## config.mk

```make
export PLATFORM = sky130hd
export DESIGN_NAME = div_ctrl
export DESIGN_NICKNAME = d
export VERILOG_FILES = /design/src/rtl/div_ctrl.sv
export SDC_FILE = /design/constraint.sdc
export NUM_CORES = 1
export LEC_CHECK = 0
export CAP_MARGIN = 20
export CORE_UTILIZATION = 58
export DETAILED_ROUTE_END_ITERATION = 12
export PLACE_DENSITY_LB_ADDON = 0.3
export SLEW_MARGIN = 25
export SYNTH_ARGS = -nofsm -noshare
export SYNTH_HDL_FRONTEND = slang
export SYNTH_SLANG_ARGS = --single-unit
export TNS_END_PERCENT = 30
```

## constraint.sdc

```tcl
create_clock -name clk -period 6.7 [get_ports clk]
set_input_delay 2.01 -clock clk [delete_from_list [all_inputs] [get_ports clk]]
set_output_delay 2.01 -clock clk [all_outputs]
set_load 0.02 [all_outputs]
```

## src/rtl/div_ctrl.sv

```systemverilog
// Multi-cycle restoring divider sequencer for DIV/DIVU, one quotient bit per clock.
// Define DIV_EARLY_EXIT_EN to finish early when |dividend| < |divisor|.
module div_ctrl #(
  parameter int DATA_W = 32
) (
  input  logic                  clk,
  input  logic                  rst,
  input  logic                  signed_i,
  input  logic [DATA_W-1:0]     data1_i,
  input  logic [DATA_W-1:0]     data2_i,
  input  logic                  start_i,
  input  logic                  cancel_i,
  output logic [2*DATA_W-1:0]   result_o,
  output logic                  ready_o,
  output logic                  stall_o
);

  localparam logic [1:0] ST_FREE    = 2'b00;
  localparam logic [1:0] ST_BY_ZERO = 2'b01;
  localparam logic [1:0] ST_ON      = 2'b10;
  localparam logic [1:0] ST_END     = 2'b11;

  localparam int              CNT_W    = $clog2(DATA_W);
  localparam logic [CNT_W-1:0] CNT_LAST = CNT_W'(DATA_W - 1);

  logic [1:0]            state_q, state_d;
  logic [CNT_W-1:0]      cnt_q, cnt_d;
  logic [2*DATA_W:0]     work_q, work_d;
  logic [DATA_W-1:0]     divisor_q, divisor_d;
  logic                  quo_neg_q, quo_neg_d;
  logic                  rem_neg_q, rem_neg_d;
  logic [2*DATA_W-1:0]   result_q, result_d;
  logic                  ready_q, ready_d;

  logic [DATA_W-1:0]     dividend_abs, divisor_abs;
  logic [2*DATA_W:0]     shifted, step;
  logic [DATA_W:0]       diff;
  logic                  early_exit;

  assign dividend_abs = (signed_i && data1_i[DATA_W-1]) ? -data1_i : data1_i;
  assign divisor_abs  = (signed_i && data2_i[DATA_W-1]) ? -data2_i : data2_i;

  // Upper W+1 bits always fit below 2*divisor, so diff's MSB is the borrow.
  assign shifted = {work_q[2*DATA_W-1:0], 1'b0};
  assign diff    = shifted[2*DATA_W:DATA_W] - {1'b0, divisor_q};
  assign step    = diff[DATA_W] ? shifted : {diff, shifted[DATA_W-1:1], 1'b1};

`ifdef DIV_EARLY_EXIT_EN
  assign early_exit = (cnt_q == '0) && (work_q[DATA_W-1:0] < divisor_q);
`else
  assign early_exit = 1'b0;
`endif

  function automatic logic [2*DATA_W-1:0] sign_fix(
    input logic [DATA_W-1:0] quo,
    input logic [DATA_W-1:0] rem,
    input logic              neg_quo,
    input logic              neg_rem
  );
    logic [DATA_W-1:0] quo_f, rem_f;
    quo_f = neg_quo ? -quo : quo;
    rem_f = neg_rem ? -rem : rem;
    return {rem_f, quo_f};
  endfunction

  always_comb begin
    state_d   = state_q;
    cnt_d     = cnt_q;
    work_d    = work_q;
    divisor_d = divisor_q;
    quo_neg_d = quo_neg_q;
    rem_neg_d = rem_neg_q;
    result_d  = result_q;
    ready_d   = ready_q;
    case (state_q)
      ST_FREE: begin
        if (start_i && !cancel_i) begin
          if (data2_i == '0) begin
            state_d = ST_BY_ZERO;
          end else begin
            work_d    = {{(DATA_W+1){1'b0}}, dividend_abs};
            divisor_d = divisor_abs;
            quo_neg_d = signed_i & (data1_i[DATA_W-1] ^ data2_i[DATA_W-1]);
            rem_neg_d = signed_i & data1_i[DATA_W-1];
            cnt_d     = '0;
            state_d   = ST_ON;
          end
        end
      end
      ST_BY_ZERO: begin
        state_d  = ST_END;
        ready_d  = 1'b1;
        result_d = '0;
      end
      ST_ON: begin
        if (early_exit) begin
          state_d  = ST_END;
          ready_d  = 1'b1;
          result_d = sign_fix('0, work_q[DATA_W-1:0], quo_neg_q, rem_neg_q);
        end else begin
          work_d = step;
          cnt_d  = cnt_q + 1'b1;
          if (cnt_q == CNT_LAST) begin
            state_d  = ST_END;
            ready_d  = 1'b1;
            result_d = sign_fix(step[DATA_W-1:0], step[2*DATA_W-1:DATA_W],
                                quo_neg_q, rem_neg_q);
          end
        end
      end
      default: begin
        if (!start_i) begin
          state_d  = ST_FREE;
          ready_d  = 1'b0;
          result_d = '0;
        end
      end
    endcase
    // A flush beats both a held start and a completing step.
    if (cancel_i && state_q != ST_FREE) begin
      state_d  = ST_FREE;
      ready_d  = 1'b0;
      result_d = '0;
    end
  end

  always_ff @(posedge clk) begin
    if (!rst) begin
      state_q   <= ST_FREE;
      cnt_q     <= '0;
      work_q    <= '0;
      divisor_q <= '0;
      quo_neg_q <= 1'b0;
      rem_neg_q <= 1'b0;
      result_q  <= '0;
      ready_q   <= 1'b0;
    end else begin
      state_q   <= state_d;
      cnt_q     <= cnt_d;
      work_q    <= work_d;
      divisor_q <= divisor_d;
      quo_neg_q <= quo_neg_d;
      rem_neg_q <= rem_neg_d;
      result_q  <= result_d;
      ready_q   <= ready_d;
    end
  end

  assign stall_o  = (state_q == ST_FREE && start_i && !cancel_i) ||
                    (state_q == ST_BY_ZERO) || (state_q == ST_ON);
  assign result_o = result_q;
  assign ready_o  = ready_q;

endmodule
```

# == Word-level counts from Yosys, hierarchy flattened ==
# Index checks and enable logic that the tools add are counted.
# op_classes
n_addsub,6
mul,0
div_mod_pow,0
magnitude_cmp,0
n_eq_ne,8
n_shift,0
mux,22
bitwise,6
n_reduce_logical,18
# op_table
op,count
2-to-1 mux 64 bit,5
one-hot mux 64 bit (3 select lines),1
2-to-1 mux 32 bit,4
negation 32 bit,4
one-hot mux 64 bit (2 select lines),1
subtractor 33 x 32 -> 33 bit,1
logical NOT 32 bit,1
AND reduction 3 bit,4
2-to-1 mux 5 bit,2
one-hot mux 5 bit (2 select lines),1
2-to-1 mux 2 bit,4
logical AND 1 bit,6
"inequality test 2 bit, second input constant",3
one-hot mux 2 bit (3 select lines),1
"adder 5 x 1 -> 5 bit, second input constant",1
"== test 5 bit, second input constant",1
"inequality test 4 x 1 -> 1 bit, second input constant",1
nonzero test 2 bit,2
"inequality test 3 x 1 -> 1 bit, second input constant",1
NOT 1 bit,3
one-hot mux 1 bit (3 select lines),1
bitwise AND 1 bit,2
"== test 2 x 1 -> 1 bit, second input constant",1
"== test 2 bit, second input constant",1
6 further kinds,8
# totals
regBits,170
latchBits,0
ramBits,0
romBits,0
in_bits,69
word_cells,68
memories,0

# == Depth between registers and ports, before layout ==
# depth
depth_word,6
mapped_depth,26
mapped_depth_nobuf,24

# == Worst setup path before layout ==
# OpenSTA, ideal clock, no wires.
# synth_path
path_type,register to register
start,register work_q[31]
end,"register result_q[60], in the netlist result_o[60]"
setup_time_ns,0.124
arrival_time_ns,5.014
required_ns,6.576
setup_slack_ns,1.561
stages_incl_launch_ff,24
n_path_buf,2
period_less_slack_ns,5.139
cell_sequence,dfxtp_1 -> inv_1 -> ha_1 -> inv_1 -> fa_1 -> a21oi_1 -> nand4b_1 -> a211oi_2 -> o2111ai_2 -> a31oi_4 -> o21a_2 -> nor2_1 -> buf_2 -> buf_2 -> mux2i_1 -> ha_1 -> o2111ai_1 -> or4_4 -> or3_1 -> nor4_2 -> a2bb2o_4 -> o31ai_4 -> xnor2_1 -> o21ai_1
# synth_between
elab_chain_cells,6
# synth_rtl
item,line,rtl
start: declaration,28,"logic [2*DATA_W:0] work_q, work_d;"
start signal: assignment,140,work_q <= work_d;
subtractor 33 x 32 -> 33 bit,45,"assign diff = shifted[2*DATA_W:DATA_W] - {1'b0, divisor_q};"
2-to-1 mux 64 bit (*),46,"assign step = diff[DATA_W] ? shifted : {diff, shifted[DATA_W-1:1], 1'b1};"
negation 32 bit,62,rem_f = neg_rem ? -rem : rem;
2-to-1 mux 32 bit (*),62,
2-to-1 mux 64 bit (*),103,if (cnt_q == CNT_LAST) begin
one-hot mux 64 bit (3 select lines) (*),75,case (state_q)
end signal: assignment,144,result_q <= result_d;
end: declaration,32,"logic [2*DATA_W-1:0] result_q, result_d;"
# Mark *: on every way between the ends. The rest lies on a longest branch, timed or not. The select of a mux whose other input is x is not followed.
# A chain may end at the register's enable or synchronous reset.

# == Worst setup path in the final report ==
# layout_path
start,register work_q[54]
end,"register result_q[60], in the netlist result_o[60]"
# Same word-level chain as after synthesis.

==> metrics.txt <==
row cnt=52; DRT Wirelength=36,900 um; FF+latch count, synth=170; crit path max fanout=17; Layout Nets=1,739; hold buffers post-CTS=0; maximum vdd drop=0.328 mV; die extent in x=145 um; Cells after DPL=1,878; Slew @ Worst Pin=1000 ps; largest net degree at the start of global routing=65; CTS buffer count=17; Post-route DRC=0; Via density=6.32; Max-slew headroom=32.8%; die area=21,100 sq um; Layout Skew=16.3 ps; clk buf depth=2; post-route cell area=14,000 sq um; r2r setup slk=960 ps; Ant. Diodes=0; PD cells=258 nW/um^2; number of setup buffers added after CTS=0; total chip power=3.60 mW; Crit. End Element=flop; number of max-cap violations=0; largest area contributor in the netlist=dfxtp_1; ys async rst share=0%; xor/xnor share of the synthesized area=9.63%; GRT Resource Usage Total=34.5%; GR Overflow Total=0; CTS sink cnt=170; post-synthesis sequential area ratio=28.6%; post-synthesis mux area share=2.40%; worst hold margin=449 ps; Post-Syn Instances=1,550; Fillers=1,750; area delta synth->final=17.1%; global-route wire length before repair=58,500 um; Min-Delay Path Class=reg -> reg; clock-pin slew on the worst setup and hold paths=70 ps; Die Y=145 um; cells taking the most area after synthesis=dfxtp_1 (29%), nand2_1 (6.3%), xnor2_1 (5.5%); clock latency on the worst-skew pair=440 ps; Post-synth EDFFs=0; crit start category=flop; Initial Util=59.1%; Core Area=20,200 sq um; Syn Nets=1,662; Post-Syn Area=11,900 sq um; Simple-Gate Fraction of Synth Area=22.8%; Final setup viols=0; yosys warns=0; fraction of final layout cells sized beyond drive strength 1=6.04%; Slew Limit Fails=0; Achievable Freq=174 MHz; H-tree levels=4; synthesized-area fraction occupied by adder cells=4.58%; largest family of logic cells by synthesized area=compound AO/OA/AOI/OAI gates; Post-Layout Cell Count=1,910; post-synthesis compound-gate area fraction=27.0%; root buf cell=clkbuf_16; routed vias=12,100; CTS tree=done; port buffer count=134; outcome=completed; drt pass-1 iters=8; Final GP Congestion=0.979; Worst EP arrival=6050 ps; Tmin final=5740 ps; post-place instance area=13,400 sq um; Post-Synthesis Mean Instance Area=7.69 sq um; Ports=135; initial DRC count=1,303; LEAKAGE=5.38 nW; Setup TNS=0 ps; post-cts resize count=0; Crit Path Class=reg -> reg; fin crit share=85.6%; final hold vios=0; number of global-route vias before repair=11,100; area share of the largest cell type after synthesis=28.6%; ys flop type=dfxtp_1; Crit path required time=7010 ps; RSZ-0062 raised after global routing=false; Netlist cell types=85; detailed placer's ending HPWL=27,200 um; Final ANT Viol Nets=0; initial antenna violation count=0; WL per Instance=19.3 um
cell usage after synthesis, types with 18 or more instances:
| library cell | count |
|---|---|
| a21boi_0 | 32 |
| a21oi_1 | 89 |
| a22oi_1 | 36 |
| and2_1 | 49 |
| buf_2 | 18 |
| clkbuf_1 | 69 |
| dfxtp_1 | 170 |
| ha_1 | 42 |
| inv_1 | 57 |
| mux2i_1 | 23 |
| nand2_1 | 201 |
| nand3_1 | 23 |
| nor2_1 | 118 |
| nor3_1 | 36 |
| nor4_1 | 24 |
| o211a_1 | 31 |
| o21ai_0 | 106 |
| o21ai_1 | 21 |
| o31ai_1 | 20 |
| or3_1 | 22 |
| xnor2_1 | 75 |
| xor2_1 | 56 |
worst paths after layout:
check	startpoint	endpoint	cells after the start
min	result_o[42]	result_o[42]	2
min reg2reg	result_o[42]	result_o[42]	2
max	work_q[54]	result_o[60]	21
max reg2reg	work_q[54]	result_o[60]	21
where the power goes:
group,total (mW),switching [mW],internal (mW)
sequential,1.21,0.123,1.09
clock,0.994,0.486,0.507
combinational,1.39,0.915,0.479
flip-flops by register name, indices dropped and copies added (netlist names):
signal,count
cnt_q,5
rem_neg_q,1
divisor_q,32
work_q,64
quo_neg_q,1
state_q,2
result_o,64
ready_o,1
cell type report:
class	count	area, sq um	share of cell area (%)
Multi-Input combinational cell	1230	7950	57.0
Sequential cell	170	3400	24.4
Timing Repair Buffer	150	1460	10.4
Clock buffer	18	439	3.15
Tap cell	270	338	2.42
Inverter	58	218	1.56
Clock inverter	14	149	1.07
layer usage:
| layer | global-route usage (%) | part of all wire [%] | vias to the layer above |
|---|---|---|---|
| li1 | - | - | 5736 |
| met1 | 48.8 | 44 | 5602 |
| met2 | 51.8 | 43 | 648 |
| met3 | 7.30 | 10 | 92 |
| met4 | 12.3 | 2.5 | 0 |
| met5 | 0 | 0 | - |
kinds of logic after synthesis:
| logic type | Yosys count |
|---|---|
| adder cells (fa/ha/maj) | 43 |
| multiplexers | 28 |
| flip-flops | 170 |
| AO/OA/AOI/OAI | 469 |
| AND/OR/NAND/NOR | 559 |
| XOR/XNOR | 131 |
| buffers and inverters | 150 |
metrics by stage:
step / setup slack (ps) / util, %
5_1_grt: 735 / 69.2
3_5_place_dp: 762 / 66.2
3_3_place_gp: 783 / 66.2
6_report: 963 / 69.2
4_1_cts: 1070 / 69.1
2_1_floorplan: 1560 / -
placed cells by master, fill, tap and decap left out, types with 36 or more instances in the layout:
master and count:
dfxtp_1 169, inv_1 57, nand2_1 201, nor2_1 114
nor3_1 36, xor2_1 56, ha_1 42, o21ai_0 105
clkdlybuf4s50_1 133, xnor2_1 75, and2_1 48, a21oi_1 89
a22oi_1 36
worst max-delay path, stage by stage (launching register included):
cell       delay [ps]
dfxtp_1           380
ha_1              480
nand2_1           160
nor3_1            490
a21o_1            230
o21ai_1           150
a31oi_4           210
o21a_2            390
nor2_4             70
buf_4             230
inv_1             130
o21ai_0           150
inv_1             100
ha_1              230
o2111ai_1         160
or4_4             580
or3_1             390
nor4_2            340
a2bb2o_4          290
o31ai_4           240
xnor2_1           140
o21ai_1            70
No activity file was read; power rests on OpenSTA's default activity.
